$ cat config.mk
export PLATFORM = sky130hd
export DESIGN_NAME = mem_ctrl
export DESIGN_NICKNAME = d
export VERILOG_FILES = /design/src/rtl/mem_ctrl.sv
export SDC_FILE = /design/constraint.sdc
export NUM_CORES = 1
export LEC_CHECK = 0
export CAP_MARGIN = 0
export CORE_UTILIZATION = 50
export CTS_BUF_LIST = sky130_fd_sc_hd__clkbuf_8
export DETAILED_ROUTE_END_ITERATION = 8
export GPL_TIMING_DRIVEN = 0
export MAX_ROUTING_LAYER = met4
export PLACE_DENSITY = 0.88
export SLEW_MARGIN = 15
export SYNTH_ARGS = -nofsm -noshare
export SYNTH_HDL_FRONTEND = slang
export SYNTH_SLANG_ARGS = --single-unit
$ cat constraint.sdc
create_clock -name clk_in -period 5 [get_ports clk_in]
set_clock_uncertainty 0.2 [all_clocks]
set_input_delay 1.25 -clock clk_in [delete_from_list [all_inputs] [get_ports clk_in]]
set_output_delay 1.25 -clock clk_in [all_outputs]
set_load 0.01 [all_outputs]
$ cat src/rtl/mem_ctrl.sv
// mem_ctrl: byte-serial RAM sequencer for data loads/stores and instruction fetches,
// one request at a time, finished with a one-cycle ready pulse.
module mem_ctrl (
    input  logic        clk_in,
    input  logic        rst_in,
    input  logic        rdy_in,
    input  logic        d_waiting,
    input  logic        d_wr,
    input  logic [2:0]  d_len,
    input  logic [31:0] d_addr,
    input  logic [31:0] d_value,
    output logic        mem_rdy,
    output logic [31:0] mem_result,
    input  logic        if_valid,
    input  logic [31:0] if_addr,
    input  logic        if_flush,
    output logic        if_rdy,
    output logic [31:0] if_data,
    input  logic [7:0]  mem_din,
    output logic [7:0]  mem_dout,
    output logic [31:0] mem_a,
    output logic        mem_wr,
    input  logic        io_buffer_full
);
    typedef enum logic [1:0] {IDLE, READ, WRITE, DONE} state_t;
    state_t      state;
    logic [31:0] base, wdata, rbuf;
    logic [2:0]  n, cnt;
    logic [1:0]  rd_idx;
    logic        sgn, is_if, io_stall;
    assign io_stall = base[17:16] == 2'b11 && io_buffer_full;
    // READ captures the byte for the address driven one cycle earlier
    assign rd_idx = cnt[1:0] - 2'd1;
    always_ff @(posedge clk_in or negedge rst_in) begin
        if (!rst_in) begin
            state <= IDLE;
            base  <= '0;
            wdata <= '0;
            rbuf  <= '0;
            n     <= '0;
            cnt   <= '0;
            sgn   <= 1'b0;
            is_if <= 1'b0;
        end else if (rdy_in) begin
            case (state)
                IDLE: begin
                    cnt  <= '0;
                    rbuf <= '0;
                    if (d_waiting) begin
                        base  <= d_addr;
                        wdata <= d_value;
                        n     <= d_len[1:0] == 2'd0 ? 3'd1 : d_len[1:0] == 2'd1 ? 3'd2 : 3'd4;
                        sgn   <= d_len[2];
                        is_if <= 1'b0;
                        state <= d_wr ? WRITE : READ;
                    end else if (if_valid) begin
                        base  <= if_addr;
                        n     <= 3'd4;
                        sgn   <= 1'b0;
                        is_if <= 1'b1;
                        state <= READ;
                    end
                end
                READ: begin
                    if (is_if && if_flush) state <= IDLE;
                    else begin
                        if (cnt != 3'd0) rbuf[{rd_idx, 3'b000} +: 8] <= mem_din;
                        cnt <= cnt + 3'd1;
                        if (cnt == n) state <= DONE;
                    end
                end
                WRITE: begin
                    if (!io_stall) begin
                        cnt <= cnt + 3'd1;
                        if (cnt == n - 3'd1) state <= DONE;
                    end
                end
                default: state <= IDLE;
            endcase
        end
    end
    assign mem_a      = (state == READ || state == WRITE) ? base + {29'd0, cnt} : 32'd0;
    assign mem_wr     = state == WRITE && rdy_in && !io_stall;
    assign mem_dout   = state == WRITE ? wdata[{cnt[1:0], 3'b000} +: 8] : 8'd0;
    assign mem_rdy    = state == DONE && !is_if;
    assign if_rdy     = state == DONE && is_if && !if_flush;
    assign if_data    = rbuf;
    assign mem_result = !sgn ? rbuf :
                        n == 3'd1 ? {{24{rbuf[7]}}, rbuf[7:0]} :
                        n == 3'd2 ? {{16{rbuf[15]}}, rbuf[15:0]} : rbuf;
endmodule

==> results.json <==
{
  "status": "complete, no violations",
  "initial_core_util": 0.516,
  "avgSynthCellArea_um2": 10.2,
  "cellPowerDensity_nw_per_um2": 488,
  "die_width_um": 114,
  "worstSetupPathType": "flip-flop to primary output",
  "synth-async-reset-ratio": 1.00,
  "clock_sinks": 106,
  "endpoint_kind": "primary output",
  "hold_path.class": "flip-flop to flip-flop",
  "wire_per_inst_um": 18.9,
  "critical-path-top-delay-family": "buffers and inverters",
  "layout_commonest_cell": "clkdlybuf4s50_1",
  "drt-initial-drc-count": 462,
  "max_slew_margin": 0.416,
  "synth_ff_type": "dfrtp_1",
  "routed_wl_um": 19200,
  "fillers": 859,
  "drv_slew": 0,
  "layout-drive-gt1-share": 0.119,
  "num_rows": 40,
  "cp_data_required_time_ns": 3.55,
  "fin_util": 0.737,
  "worstMarginPinSlew_ns": 0.876,
  "grt_overflow": 0,
  "syn_area_um2": 6220,
  "cts_buffer_depth": 2,
  "arrival_ns": 3.38,
  "yosysTopAreaCell": "dfrtp_1",
  "core_um2": 12100,
  "yosysWarningCount": 0,
  "grt_pass1_vias": 5991,
  "grt_pass1_wl_um": 30800,
  "synth-seq-cells": 106,
  "peakVddDrop_mv": 0.323,
  "startpoint_type": "flip-flop",
  "max_stage_delay_ns": 0.57,
  "dr.pass1.iters": 5,
  "fmax_ghz": 0.207,
  "leakagePower_nw": 3.85,
  "hold_viol": 0,
  "clkSlewWorstSetupHoldPaths_ns": 0.10,
  "port_buffers": 219,
  "vias_per_cell": 5.78,
  "min_period_ns": 4.83,
  "cp_cell_sequence": "buf_6, inv_1, fa_1, nor2b_1, clkbuf_4, o211ai_1, or4_1, a21oi_1, clkdlybuf4s50_1",
  "place.gp.congestion": 0.926,
  "syn_inst": 610,
  "period_share": 0.966,
  "synth_area_leaders": "dfrtp_1 43%, mux2_2 7.6%, mux2i_1 5.3%",
  "diodes": 0,
  "postRouteAntennaNets": 0,
  "antenna_found_initial": 0,
  "die_area_um2": 12900,
  "synth_top_area_share": 0.426,
  "grt_usage": 0.322,
  "most-common-layout-cells": "218 x clkdlybuf4s50_1, 105 x dfrtp_1, 63 x nand2_1",
  "cp.buffers_inverters": 4,
  "io_pins": 222,
  "clk_latency_ns": 0.40,
  "grt_max_degree": 63,
  "cts-buffers-inserted": 9,
  "drc": 0,
  "die_h_um": 114,
  "crit_slowest_cell": "clkdlybuf4s50_1",
  "clock_tree.root_cell": "clkbuf_8",
  "dp_hpwl_um": 14600,
  "finalSetupViolCount": 0,
  "whs_ns": 0.311,
  "nNetsFinal": 976,
  "tritoncts": "built",
  "seq_area_frac_synth": 0.426,
  "synth_cell_types": 52,
  "synth_edf_count": 0,
  "synth_nets": 742,
  "dp_slack_ns": -0.228,
  "worst-path-max-fanout": 10,
  "timing.final.ws_setup_ns": 0.168,
  "vias": 5879,
  "area_growth_pct": 42.9,
  "htree_levels": 3,
  "maxCapViolCount": 0
}
==> sequential cells by signal, summed over array words and instances, names as in the netlist <==
name     cells
base        32
if_data     32
wdata       32
cnt          3
n            3
state        2
is_if        1
sgn          1
==> synth_stat cells (all sizes together), types with 2 or more instances <==
cell / number
a21o: 17
a21oi: 25
a22o: 26
a31oi: 2
and2: 12
and3: 4
and4: 6
buf: 21
clkbuf: 24
dfrtp: 106
ha: 16
inv: 18
mux2: 42
mux2i: 33
mux4: 8
nand2: 63
nand2b: 3
nand3: 13
nand3b: 2
nand4: 9
nor2: 15
nor2b: 20
nor3: 2
o2111ai: 5
o211ai: 4
o21ai: 55
o31ai: 13
or3: 8
or4: 12
xnor2: 5
xor2: 9
==> cells by family (layout without fill, tap and decap cells) <==
family,after synthesis,count (layout),synth area share
AO/OA/AOI/OAI,153,153,0.160
flip-flops,106,106,0.426
AND/OR/NAND/NOR,173,173,0.151
adder cells (fa/ha/maj),17,17,0.0354
multiplexers,83,83,0.158
XOR/XNOR,15,15,0.0233
buffers and inverters,63,302,0.0464
==> tightest hold or removal path, cell delays in order, from the launching register on <==
cell	delay, ns
dfrtp_1	0.37
nand2_1	0.05
o21ai_0	0.07
==> final cells by class <==
class                      count  area (µm²)  share of cell area
timing repair buffer         223        2240               0.252
inverter                      18        67.6             0.00760
buffer                        45         233              0.0262
multi-input combinational    441        3290               0.370
sequential                   106        2650               0.298
clock inverter                 4        32.5             0.00366
clock buffer                  12         165              0.0186
tap                          168         210              0.0236
==> worst paths after layout <==
check	cells past startpoint	slack [ns]	start	endpoint
worst min-delay path	2	0.31	base[2]$_DFFE_PN0P_	base[2]$_DFFE_PN0P_
min in group asynchronous	1	0.55	rst_in	if_data[25]$_DFFE_PN0P_
worst max-delay path	9	0.17	cnt[1]$_DFFE_PN0P_	mem_a[26]
worst min register to register	2	0.31	base[2]$_DFFE_PN0P_	base[2]$_DFFE_PN0P_
worst max register to register	7	1.85	cnt[0]$_DFFE_PN0P_	if_data[12]$_DFFE_PN0P_
max in group asynchronous	2	3.39	rst_in	cnt[1]$_DFFE_PN0P_
==> where the power goes <==
group	leakage [nW]	switching (mW)	internal, mW
combinational	2.40	1.13	1.17
clock	0.101	0.318	0.227
sequential	1.35	0.317	1.18
total	3.85	1.76	2.57
==> per-stage QoR <==
stage          cells  TNS [ns]  area [µm²]  total power, mW
6_report        1017         0        8890             4.34
2_1_floorplan    610         0        6220             2.72
4_1_cts         1014         0        8860             4.31
3_3_place_gp     997   -139.72        8630             3.65
3_5_place_dp     998     -1.30        8660             3.75
5_1_grt         1017  -0.00581        8890             4.63
==> what timing repair did <==
item	CTS	global route
hold buffers	0	0
endpoints found under the setup margin	14	9
gates resized for setup	4	4
buffers inserted	0	3
pin swaps	0	1
==> per-layer routing <==
| layer | GRT usage | part of all wire | vias to the layer above |
|---|---|---|---|
| met1 | 0.396 | 0.41 | 2908 |
| met5 | - | 0 | - |
| met2 | 0.513 | 0.49 | 253 |
| met4 | 0.118 | 0.029 | 0 |
| met3 | 0.0840 | 0.074 | 40 |
| li1 | - | - | 2678 |
(Power assumes the default switching activity.)
